`config.mk`:
```
export PLATFORM = sky130hd
export DESIGN_NAME = core_feed_sched
export DESIGN_NICKNAME = d
export VERILOG_FILES = /design/src/rtl/systola_pkg.sv /design/src/rtl/systola_cycle_cnt.sv /design/src/rtl/core_feed_sched.sv
export SDC_FILE = /design/constraint.sdc
export NUM_CORES = 1
export LEC_CHECK = 0
export ABC_CLOCK_PERIOD_IN_PS = 2450
export CORE_ASPECT_RATIO = 0.5
export CORE_MARGIN = 10
export CORE_UTILIZATION = 50
export DETAILED_ROUTE_END_ITERATION = 8
export PLACE_DENSITY = 0.74
export SLEW_MARGIN = 20
export SYNTH_ARGS = -nofsm -noshare
export SYNTH_HDL_FRONTEND = slang
export SYNTH_SLANG_ARGS = --single-unit
export TNS_END_PERCENT = 30
```
`constraint.sdc`:
```
create_clock -name clk -period 2.45 [get_ports clk]
set_input_delay 0.3675 -clock clk [delete_from_list [all_inputs] [get_ports clk]]
set_output_delay 0.3675 -clock clk [all_outputs]
set_load 0.05 [all_outputs]
```
`src/rtl/systola_pkg.sv`:
```
// Shared types and sizing for the systolic feed path (scheduler + input-buffer controller).
package systola_pkg;

    // Array dimension shared with the input-buffer controller.
    localparam int SYSTOLA_ROWS = 8;
    localparam int SYSTOLA_KMAX = 256;

    typedef enum logic [1:0] {
        IDLE   = 2'd0,
        LOAD   = 2'd1,
        STREAM = 2'd2,
        DONE   = 2'd3
    } sched_state_t;

    // Stream phase length: K data beats plus ROWS-1 cycles of skew fill at the
    // buffers and ROWS-1 more for the last product to cross the array.
    function automatic int stream_len(input int k, input int rows);
        return k + 2 * (rows - 1);
    endfunction

endpackage

```
`src/rtl/systola_cycle_cnt.sv`:
```
// Loadable up-counter with terminal-count compare; used for the load and stream phases.
module systola_cycle_cnt #(
    parameter int W = 8
) (
    input  logic         clk,
    input  logic         rstn,
    input  logic         load,
    input  logic [W-1:0] load_val,
    input  logic         en,
    input  logic [W-1:0] term,
    output logic [W-1:0] cnt,
    output logic         tc
);

    // Load takes priority over increment so a phase can restart on its first cycle.
    always_ff @(posedge clk or negedge rstn) begin
        if (!rstn)     cnt <= '0;
        else if (load) cnt <= load_val;
        else if (en)   cnt <= cnt + 1'b1;
    end

    assign tc = (cnt == term);

endmodule

```
`src/rtl/core_feed_sched.sv`:
```
// Tile scheduler: loads K vectors into the skewed input buffers, then streams them
// through the PE array and pulses done.
// Optional underrun check on row-0 buffer empties: define SYSTOLA_UNDERRUN_CHK_EN.
module core_feed_sched
    import systola_pkg::*;
#(
    parameter int ROWS = SYSTOLA_ROWS,
    parameter int KMAX = SYSTOLA_KMAX,
    parameter int CNTW = $clog2(KMAX + 2 * ROWS)
) (
    input  logic            clk,
    input  logic            rstn,
    input  logic            start,
    input  logic [CNTW-1:0] klen,
    input  logic            in_valid,
    output logic            in_ready,
    output logic            buf_write,
    output logic            buf_read,
    input  logic [ROWS-1:0] aemptys,
    input  logic [ROWS-1:0] wemptys,
    output logic            pe_en,
    output logic            pe_clr,
    output logic            busy,
    output logic            done,
    output logic            underrun
);

    sched_state_t    state;
    logic [CNTW-1:0] k_q;
    logic            start_ok;
    logic            accept;
    logic [CNTW-1:0] ld_cnt, st_cnt;
    logic            ld_tc, st_tc;
    logic [CNTW-1:0] ld_last, st_last, rd_last;
    logic            unused_sink;

    assign start_ok  = start && (klen != '0) && (klen <= CNTW'(KMAX));
    assign accept    = in_valid & in_ready;
    assign buf_write = accept;

    // Terminal counts derived from the latched K; only consulted in their own phase.
    assign ld_last = k_q - 1'b1;
    assign st_last = CNTW'(stream_len(int'(k_q), ROWS) - 1);
    assign rd_last = k_q + CNTW'(ROWS - 2);

    systola_cycle_cnt #(.W(CNTW)) u_ld_cnt (
        .clk      (clk),
        .rstn     (rstn),
        .load     ((state == IDLE) && start_ok),
        .load_val ('0),
        .en       (accept),
        .term     (ld_last),
        .cnt      (ld_cnt),
        .tc       (ld_tc)
    );

    systola_cycle_cnt #(.W(CNTW)) u_st_cnt (
        .clk      (clk),
        .rstn     (rstn),
        .load     (accept && ld_tc),
        .load_val ('0),
        .en       ((state == STREAM) && !st_tc),
        .term     (st_last),
        .cnt      (st_cnt),
        .tc       (st_tc)
    );

    // Phase sequencing; outputs are registered so each reflects the cycle it is in.
    always_ff @(posedge clk or negedge rstn) begin
        if (!rstn) begin
            state    <= IDLE;
            k_q      <= '0;
            in_ready <= 1'b0;
            buf_read <= 1'b0;
            pe_en    <= 1'b0;
            pe_clr   <= 1'b0;
            busy     <= 1'b0;
            done     <= 1'b0;
        end else begin
            done   <= 1'b0;
            pe_clr <= 1'b0;
            case (state)
                IDLE: begin
                    if (start_ok) begin
                        k_q      <= klen;
                        state    <= LOAD;
                        in_ready <= 1'b1;
                        busy     <= 1'b1;
                    end
                end
                LOAD: begin
                    if (accept && ld_tc) begin
                        state    <= STREAM;
                        in_ready <= 1'b0;
                        pe_en    <= 1'b1;
                        pe_clr   <= 1'b1;
                        buf_read <= 1'b1;
                    end
                end
                STREAM: begin
                    if (st_tc) begin
                        state    <= DONE;
                        pe_en    <= 1'b0;
                        buf_read <= 1'b0;
                        done     <= 1'b1;
                    end else begin
                        // keep reading through cycle K+ROWS-2 to drain the deepest skewed row
                        buf_read <= (st_cnt < rd_last);
                    end
                end
                DONE: begin
                    state <= IDLE;
                    busy  <= 1'b0;
                end
                default: state <= IDLE;
            endcase
        end
    end

`ifdef SYSTOLA_UNDERRUN_CHK_EN
    // Sticky flag: a read of real data (first K stream cycles) hit an empty row-0 buffer.
    always_ff @(posedge clk or negedge rstn) begin
        if (!rstn)
            underrun <= 1'b0;
        else if ((state == STREAM) && buf_read && (st_cnt < k_q) && (aemptys[0] | wemptys[0]))
            underrun <= 1'b1;
    end
`else
    assign underrun = 1'b0;
`endif

    // Only row 0 empties matter to the check; the load count is consumed through ld_tc.
    assign unused_sink = ^{aemptys, wemptys, ld_cnt};

endmodule

```
==> impl_results.md, run 1 <==
* Status: complete, but fails checks
* Failing checks: negative setup slack
* Largest stage delay on the critical path at 0.42 ns
* Critical Path Source: k_q[1]
* Clock sink count at 35
* Clock root buffer: clkbuf_8
* DR WL/cell at 16.7 µm
* Worst Slack Setup Final at -0.00973 ns
* Cells on worst reg2reg path at 9
* Diode count at 0
* Fin. max-slew vios at 0
* Top Ports at 37
* Startpoint types: flip-flop
* Post-route DRC at 0
* Sw Pwr at 2030 µW
* Top-area cell type share of the netlist area at 0.324
* Synth Area per Inst at 9.32 µm²
* Flops & latches, synth at 35
* RSZ-0062 raised after global routing: true
* Post-synthesis sequential area ratio at 0.324
* F_max at 407 MHz
* Fill count at 381
* CTS tree: built
* Crit path capture: u_st_cnt.cnt[2]
* Ys async rst share at 1.00
* Number of library cell types mapped by synthesis at 60
* Total track usage at 0.159
* Slew @ Worst Pin at 0.499 ns
* Synth Instances at 290
* Core area at 0.00507 mm²
* Hold_buf cts at 0
* Hold Vio Cnt, Final at 0
* Overall power at 4460 µW
* R2r startpoint: k_q[1]
* Largest net degree at the start of global routing at 36
* P per Cell Area at 1280 mW/mm²
* Static leakage at 0.00150 µW
* Placer Congestion at 0.828
* Die height at 72.0 µm
* Hold Crit Class: primary input to asynchronous set/reset pin
* Pint at 2420 µW
* Clock Power Share at 0.092
* Vias in the first global route at 2347
* Top_reg_cell synth: dfrtp_1
* Yosys warns at 0
* Share of power burned in registers at 0.250
* Total number of H-tree levels at 2
* Fin crit share at 1.00
* Mapped Area at 0.00270 mm²
* Post-synth EDFFs at 0
* DRT Pass-1 Iters at 5
* Syn-to-layout area delta at 28.4%
* Cell mode on critical path: buf_4
* WHS at 0.488 ns
* CP max stage cell: dfrtp_1
* Worst reg2reg path endpoint: u_st_cnt.cnt[2]
* Critical path fanouts, max at 8
* CP Data Required Time at 2.66 ns
* Starting Density at 0.533
* Hpwl dp at 5.10 mm
* Setup slack at placement at -0.139 ns
* Final setup violation count at 2
* Layout cells sized above 1 at 0.257
* Top cells by area, synth: dfrtp_1 32%, ha_1 9.7%, xnor2_1 4.9%
* CTS Buffer Depth at 2
* Worst-path cell chain: buf_4 > ha_2 > a211o_1 > o2111ai_1 > nand2_1 > o2111a_2 > buf_4 > or4_4 > a21oi_2
* Via density at 5.88
* Starting DRC count in detailed routing at 205
* Drt total wl at 7.01 mm
* Clock Skew at 0.00882 ns
* Fin area at 0.00347 mm²
* First-pass GRT wire length at 11.3 mm
* Via count at 2471
* Syn_nets at 340
* Placed Cells incl. Taps at 401
* Slew headroom at 0.667
* Nets at 399
* Antenna violations before repair at 0
* Area leader, netlist: dfrtp_1
* Final ANT Viol Nets at 0
* Port bufs at 19
* Num CTS Buffers at 5
* Worst reg2reg setup slack at -0.01 ns
* Area after DPL at 0.00319 mm²
* Sw frac at 0.456
* CTS clk-pin slew, worst paths at 0.07 ns
* Crit path arrival time at 2.67 ns
* Die area at 0.00892 mm²
* Row count at 18
* Peak VDD IR at 0.000651 V
* Tmin final at 2.46 ns
* Setup CP Type: flip-flop to flip-flop
* GRT overflow at 0
* Number of max-cap violations at 0
* Comb power frac at 0.657
* CP Capture Type: flip-flop
* Die W at 124 µm
* Non-Filler Instances at 420
* Clock latency on the worst-skew pair at 0.29 ns
==> logic make-up (layout without fill, tap and decap cells) <==
family | count (synthesis) | after routing | synth area share
XOR/XNOR | 30 | 30 | 0.103
buffers and inverters | 32 | 92 | 0.0546
AND/OR/NAND/NOR | 91 | 91 | 0.183
flip-flops | 35 | 35 | 0.324
adder cells (fa/ha/maj) | 22 | 22 | 0.101
multiplexers | 9 | 9 | 0.0356
AO/OA/AOI/OAI | 70 | 70 | 0.197
other | 1 | 1 | 0.00139
==> metrics by stage <==
stage / setup TNS, ns / utilization
global route: -0.495 / 0.685
detailed placement: -0.966 / 0.629
floorplan: 0 / -
CTS: -0.000966 / 0.658
finish: -0.0119 / 0.685
global placement: -0.442 / 0.629
==> state kept, by name, indices dropped and copies added, names as in the netlist <==
signal / flops
k_q: 9
u_ld_cnt.cnt: 9
u_st_cnt.cnt: 9
state: 2
buf_read: 1
busy: 1
done: 1
in_ready: 1
pe_clr: 1
pe_en: 1
==> synth_stat cells, types with 2 or more instances <==
| cell | count |
|---|---|
| dfrtp_1 | 35 |
| ha_1 | 21 |
| nand2_1 | 20 |
| nor2_1 | 20 |
| inv_1 | 16 |
| o21ai_0 | 15 |
| xnor2_1 | 15 |
| xor2_1 | 13 |
| a21oi_1 | 12 |
| buf_2 | 10 |
| nand3_1 | 9 |
| nand4_1 | 9 |
| or4_1 | 5 |
| a211oi_1 | 4 |
| and2_1 | 4 |
| mux2i_1 | 4 |
| nor2b_1 | 4 |
| o31ai_1 | 4 |
| or3_1 | 4 |
| and4_1 | 3 |
| clkbuf_1 | 3 |
| mux2_2 | 3 |
| nand2b_1 | 3 |
| nor4_1 | 3 |
| o2111ai_1 | 3 |
| o21a_1 | 3 |
| o31a_1 | 3 |
| a211o_1 | 2 |
| a21boi_1 | 2 |
| a31o_2 | 2 |
| buf_4 | 2 |
| mux2_1 | 2 |
| nor3b_1 | 2 |
| nor4_2 | 2 |
| o21ai_1 | 2 |
| o32a_1 | 2 |
==> layer usage <==
metal,track usage,routed length (µm)
met1,0.198,3090
met3,0.0371,470
met4,0.0558,127
met5,0,0
met2,0.265,3320
==> placed cells by master (no fill, tap or decap), drive strengths merged, types with 9 or more instances in the layout <==
| cell type | Yosys | routed |
|---|---|---|
| clkdlybuf4s50 | 0 | 18 |
| nand3 | 9 | 9 |
| nand4 | 9 | 9 |
| o21ai | 17 | 17 |
| xnor2 | 16 | 16 |
| xor2 | 14 | 14 |
| nand2 | 20 | 20 |
| buf | 13 | 50 |
| a21oi | 12 | 12 |
| inv | 16 | 16 |
| dfrtp | 35 | 35 |
| ha | 21 | 21 |
| nor2 | 21 | 21 |
==> worst max-delay path: cells and delay by family (launching register included) <==
family	cells	cell delay, ns
adders and majority gates	1	0.20
buffers and inverters	2	0.33
AOI/OAI and AO/OA	4	0.91
DFF	1	0.42
and+or+nand+nor	2	0.54
==> timing repair <==
item                                    4_1_cts  5_1_grt
gates resized for setup                       9       16
setup buffers                                 3        8
gates cloned                                  0        1
endpoints found under the setup margin        5       12
pin swaps                                     5       15
==> power by group through the flow <==
stage	combinational [µW]	clock (µW)	sequential, µW
after floorplan	1800	0	1030
after detailed placement	2520	0	1100
final	2930	412	1110
after global routing	3200	444	1150
after global placement	2430	0	1090
after CTS	2710	419	1090
==> how the worst min path moves through the flow <==
| stage | startpoint | end | slack, ns | depth (start not counted) |
|---|---|---|---|---|
| 6_report | rstn | state[1] | 0.49 | 2 |
| 5_1_grt | rstn | u_ld_cnt.cnt[3] | 0.53 | 2 |
| 4_1_cts | rstn | state[1] | 0.50 | 2 |
| 3_5_place_dp | buf_read | buf_read | 0.51 | 1 |
| 3_3_place_gp | buf_read | buf_read | 0.50 | 1 |
| 2_1_floorplan | rstn | buf_read | 0.07 | 0 |
==> cell type report <==
cell class / instances / area [µm²] / area share
multi-input combinational: 223 / 1770 / 0.511
sequential: 35 / 878 / 0.253
timing repair buffer: 68 / 589 / 0.170
tap: 70 / 87.6 / 0.0252
clock buffer: 7 / 76.3 / 0.0220
inverter: 16 / 60.1 / 0.0173
clock inverter: 1 / 5.00 / 0.00144
(Power assumes the default switching activity.)
==> run 2: changes to the inputs <==
==> constraint.sdc (replaced) <==
create_clock -name clk -period 2.45 [get_ports clk]
set_input_delay 0.3675 -clock clk [delete_from_list [all_inputs] [get_ports clk]]
set_output_delay 0.3675 -clock clk [all_outputs]
set_load 0.01 [all_outputs]
==> impl_results.md, run 2 (synthesized netlist as in run 1, its figures left out) <==
* Setup slack at placement at -0.0743 ns (+0.0645 ns)
* CP Capture Type: flip-flop
* Worst Slack Setup Final at -0.0408 ns (-0.0311 ns)
* CTS tree: built
* Top Ports at 37 (unchanged)
* Multi-input logic area at 0.00178 mm² (+0.14%)
* Fill count at 383 (+0.52%)
* First-pass GRT wire length at 11.8 mm (+4.1%)
* Die area at 0.00892 mm² (unchanged)
* F_max at 401 MHz (-1.2%)
* Total track usage at 0.162 (+0.00289)
* Hold_buf cts at 0 (unchanged)
* Critical Path Source: k_q[1]
* Area after DPL at 0.00318 mm² (-0.43%)
* GRT overflow at 0 (unchanged)
* Clock latency on the worst-skew pair at 0.29 ns (about the same)
* Syn-to-layout area delta at 26.4%
* Antenna violations before repair at 0 (unchanged)
* Cell mode on critical path: buf_4
* Fin area at 0.00342 mm² (-1.6%)
* RSZ-0062 raised after global routing: true
* Placer Congestion at 0.871 (+5.2%)
* Status: complete, but fails checks
* Die height at 72.0 µm (unchanged)
* Hold Crit Class: primary input to asynchronous set/reset pin
* Worst-path cell chain: buf_4 > buf_4 > o2111ai_2 > xnor2_1 > ha_1 > a211o_1 > o2111ai_1 > a21oi_1 > a2111oi_2 > buf_4 > o22a_1
* Hold Vio Cnt, Final at 0 (unchanged)
* Final setup violation count at 2 (unchanged)
* Fin crit share at 1.02 (+0.0127)
* DR WL/cell at 17.4 µm (+4.1%)
* Fin. max-slew vios at 0 (unchanged)
* P per Cell Area at 1270 mW/mm² (-1.0%)
* Setup CP Type: flip-flop to flip-flop
* Hpwl dp at 5.31 mm (+4.0%)
* Tmin final at 2.49 ns (+0.0311 ns)
* Grt peak-use layer: met2
* Register Area at 880 µm² (+0.14%)
* Starting Density at 0.533 (unchanged)
* Layout cells sized above 1 at 0.243 (-0.0145)
* Met2 Track Usage GR at 0.272 (+0.00701)
* Via density at 5.89 (+0.17%)
* Clock sink count at 35 (unchanged)
* Commonest non-fill, non-tap cell in the layout: buf_4
* Largest stage delay on the critical path at 0.46 ns (+0.04 ns)
* Post-route DRC at 0 (unchanged)
* DRT Pass-1 Iters at 5 (unchanged)
* Starting DRC count in detailed routing at 149 (-27%)
* Top flop regs: k_q (9), u_ld_cnt.cnt (9), u_st_cnt.cnt (9)
* Num CTS Buffers at 5 (unchanged)
* Placed Cells incl. Taps at 399 (-0.50%)
* Final ANT Viol Nets at 0 (unchanged)
* Failing checks: negative setup slack
* Row count at 18 (unchanged)
* CP Data Required Time at 2.68 ns (+0.02 ns)
* Diode count at 0 (unchanged)
* CTS Buffer Depth at 2 (unchanged)
* Die W at 124 µm (unchanged)
* Clock root buffer: clkbuf_8
* Total number of H-tree levels at 2 (unchanged)
* CTS clk-pin slew, worst paths at 0.07 ns (about the same)
* Most frequent cells in the layout: 38 x buf_4, 32 x dfrtp_1, 20 x nand2_1, 20 x nor2_1, 19 x clkdlybuf4s50_1
* Peak VDD IR at 0.000600 V (-7.9%)
* CP max stage cell: dfrtp_2
* Startpoint types: flip-flop
* WHS at 0.495 ns (+0.00666 ns)
* Port bufs at 19 (unchanged)
* Nets at 393 (-1.5%)
* Met3 usage at 0.0301 (-0.00695)
* Largest net degree at the start of global routing at 36 (unchanged)
* Met1 global-route usage at 0.209 (+0.0112)
* Non-Filler Instances at 412 (-1.9%)
* Clock Skew at 0.00812 ns (-0.000704 ns)
* Crit path arrival time at 2.72 ns (+0.05 ns)
* Static leakage at 0.00144 µW (-3.7%)
* R2r startpoint: k_q[1]
* Vias in the first global route at 2487 (+6.0%)
* Core area at 0.00507 mm² (unchanged)
* Drt total wl at 7.16 mm (+2.1%)
* Number of max-cap violations at 0 (unchanged)
* Critical path fanouts, max at 5 (-3)
* Via count at 2428 (-1.7%)
## run 2: cell types whose count changed in the layout (fill, tap and decap cells not counted), sizes merged
cell	delta
buf	-7
clkbuf	-1
clkdlybuf4s50	+1
clkinv	-1
## run 2: final cells by class
| cell class | count | area share |
|---|---|---|
| clock buffers | 6 | 0.0212 |
| inverters | 16 | 0.0176 |
| multi-input cells | 223 | 0.520 |
| flip-flops and latches | 35 | 0.257 |
| well taps | 70 | 0.0256 |
| repair buffers | 62 | 0.158 |
## run 2: repair_timing
action	4_1_cts	5_1_grt
setup buffers	2	5
hold endpoints to repair	0	0
resized for setup	4	24
endpoints found under the setup margin	5	12
pin swaps	2	10
## run 2: routing by layer
layer	vias to the layer above	wire (µm)	share of wire
met5	-	0	0
met4	0	74	0.010
met3	12	308	0.043
met2	77	3490	0.49
met1	1187	3290	0.46
li1	1152	-	-
## run 2: worst paths after layout
path,cells after the start,slack [ns],end
max,11,-0.04,buf_read
min,2,0.49,k_q[2]
max reg2reg,11,-0.04,buf_read
min reg2reg,1,0.51,buf_read
max in group asynchronous,2,1.62,k_q[0]
min in group clk,1,0.51,buf_read
## run 2: worst max-delay path, delay by kind of cell, from the launching register on
kind / cells / cell delay [ns]
AO/OA/AOI/OAI: 6 / 1.03
flip-flops: 1 / 0.46
buffers and inverters: 3 / 0.45
adder cells (fa/ha/maj): 1 / 0.29
XOR/XNOR: 1 / 0.18
## run 2: where the power goes
part / internal, µW / switching [µW]
Clock: 190 / 206
Combinational: 1380 / 1450
Sequential: 788 / 327
Total: 2360 / 1980
## run 2: through the flow
step / power [µW] / setup TNS, ns / utilization
after global routing: 4680 / -0.431 / 0.674
after global placement: 3460 / -0.355 / 0.627
final: 4340 / -0.0507 / 0.674
after floorplan: 2790 / 0 / -
after detailed placement: 3580 / -0.318 / 0.627
after CTS: 4080 / 0 / 0.649
==> run 3: changes to the inputs <==
==> constraint.sdc (replaced) <==
create_clock -name clk -period 2.45 [get_ports clk]
set_input_delay 0.735 -clock clk [delete_from_list [all_inputs] [get_ports clk]]
set_output_delay 0.735 -clock clk [all_outputs]
set_load 0.01 [all_outputs]
==> impl_results.md, run 3 (synthesized netlist as in run 1, its figures left out) <==
* Fin area at 0.00364 mm² (+6.6%)
* Multi-input logic area at 0.00191 mm² (+7.3%)
* Setup CP Type: flip-flop to flip-flop
* Clock sink count at 35 (unchanged)
* Via density at 6.10 (+3.6%)
* Final Util at 0.719 (+0.0444)
* Starting DRC count in detailed routing at 299 (+100%)
* Clock latency on the worst-skew pair at 0.30 ns (about the same)
* Hold Vio Cnt, Final at 0 (unchanged)
* R2r startpoint: k_q[1]
* Fin crit share at 1.04 (+0.0225)
* Fin. max-slew vios at 0 (unchanged)
* Clock Skew at 0.00613 ns (-0.00199 ns)
* Peak VDD IR at 0.000709 V (+18%)
* Worst Slack Setup Final at -0.0958 ns (-0.0551 ns)
* Hold Path Origin: buf_read
* Area after DPL at 0.00320 mm² (+0.71%)
* Nets at 401 (+2.0%)
* Top Ports at 37 (unchanged)
* CP max stage cell: dfrtp_2
* Worst reg2reg setup slack at -0.1 ns (-0.06 ns)
* Final setup violation count at 6 (+4)
* Port bufs at 19 (unchanged)
* Status: complete, but fails checks
* GRT overflow at 0 (unchanged)
* Via count at 2582 (+6.3%)
* Drt total wl at 8.14 mm (+14%)
* CTS clk-pin slew, worst paths at 0.08 ns (about the same)
* Row count at 18 (unchanged)
* Clock root buffer: clkbuf_8
* Most frequent cells in the layout: 44 x buf_4, 32 x dfrtp_1, 20 x nand2_1, 20 x nor2_1, 19 x ha_1
* Non-Filler Instances at 423 (+2.7%)
* Static leakage at 0.00157 µW (+9.0%)
* Startpoint types: flip-flop
* Post-route DRC at 0 (unchanged)
* Antenna violations before repair at 0 (unchanged)
* Crit path arrival time at 2.79 ns (+0.07 ns)
* Hold EP: buf_read
* Register Area at 880 µm² (unchanged)
* Die W at 124 µm (unchanged)
* Top flop regs: k_q (9), u_ld_cnt.cnt (9), u_st_cnt.cnt (9)
* DR WL/cell at 19.3 µm (+11%)
* Fill count at 346 (-9.7%)
* P per Cell Area at 1330 mW/mm² (+4.6%)
* Setup TNS at -0.290 ns (-0.239 ns)
* Die height at 72.0 µm (unchanged)
* Total track usage at 0.179 (+0.0168)
* Tmin final at 2.55 ns (+0.0551 ns)
* Failing checks: negative setup slack
* Largest stage delay on the critical path at 0.46 ns (about the same)
* Placer Congestion at 0.873 (+0.20%)
* Worst-path cell chain: buf_6 > o2111ai_4 > xnor2_2 > ha_1 > a211o_1 > o2111ai_2 > a21oi_2 > a2111oi_4 > buf_4 > o22a_1
* Die area at 0.00892 mm² (unchanged)
* Layout cells sized above 1 at 0.313 (+0.0698)
* CTS tree: built
* WHS at 0.532 ns (+0.0370 ns)
* Core area at 0.00507 mm² (unchanged)
* Commonest non-fill, non-tap cell in the layout: buf_4
* Cells on worst reg2reg path at 10 (-1)
* RSZ-0062 raised after global routing: true
* CP Data Required Time at 2.69 ns (about the same)
* Largest net degree at the start of global routing at 36 (unchanged)
* First-pass GRT wire length at 12.8 mm (+8.2%)
* Cells on Worst Hold Path at 1
* Placed Cells incl. Taps at 403 (+1.0%)
* Critical path fanouts, max at 5 (unchanged)
* Total number of H-tree levels at 2 (unchanged)
* DRT Pass-1 Iters at 5 (unchanged)
* Num CTS Buffers at 5 (unchanged)
* Hpwl dp at 5.32 mm (+0.23%)
* Hold Crit Class: flip-flop to flip-flop
* Starting Density at 0.533 (unchanged)
* Final ANT Viol Nets at 0 (unchanged)
* Worst reg2reg path endpoint: buf_read
* Number of max-cap violations at 0 (unchanged)
* Syn-to-layout area delta at 34.8%
* CTS Buffer Depth at 2 (unchanged)
* F_max at 393 MHz (-2.2%)
* CP Capture Type: flip-flop
* Vias in the first global route at 2576 (+3.6%)
run 3: layer usage:
metal | global-route usage | part of all wire
met1 | 0.216 | 0.42
met2 | 0.291 | 0.48
met3 | 0.0448 | 0.058
met4 | 0.0914 | 0.036
met5 | 0 | 0
run 3: worst max-delay path by stage:
stage | slack, ns | start | cells past startpoint | end
after floorplan | 0.04 | klen[5] | 6 | k_q[8]
after global placement | -0.52 | klen[5] | 6 | k_q[5]
after detailed placement | -0.57 | klen[5] | 6 | k_q[7]
after CTS | -0.04 | k_q[1] | 7 | state[1]
after global routing | -0.19 | k_q[1] | 10 | buf_read
final | -0.1 | k_q[1] | 10 | buf_read
run 3: where the power goes:
part	internal, µW	switching (µW)	total (µW)	leakage, µW
clock	335	249	584	0.0000618
combinational	1500	1630	3120	0.00108
sequential	787	347	1130	0.000427
run 3: area by class of cell:
type                    instances  area share
repair buffers                 69       0.161
diodes                          1    0.000687
inverters                      16      0.0165
multi-input cells             224       0.523
clock inverters                 2      0.0106
well taps                      70      0.0240
flip-flops and latches         35       0.241
clock buffers                   6      0.0227
run 3: timing repair:
| item | 4_1_cts | 5_1_grt |
|---|---|---|
| pin swaps | 8 | 17 |
| buffers inserted | 5 | 5 |
| gates resized for setup | 38 | 26 |
| hold buffers | 0 | 0 |
| cloned | 1 | 0 |
| endpoints found under the setup margin | 27 | 18 |
run 3: metrics by stage:
stage / setup WS, ns / power [µW]
finish: -0.0958 / 4840
global route: -0.189 / 5170
CTS: -0.0414 / 4430
detailed placement: -0.567 / 3610
global placement: -0.524 / 3480
floorplan: 0.0418 / 2790
run 3: worst max-delay path, delay by kind of cell, from the launching register on:
kind	cells	cell delay (ns)
AOI/OAI and AO/OA	6	1.27
DFF	1	0.46
adders and majority gates	1	0.32
buffers and inverters	2	0.31
xor gates and xnor gates	1	0.11
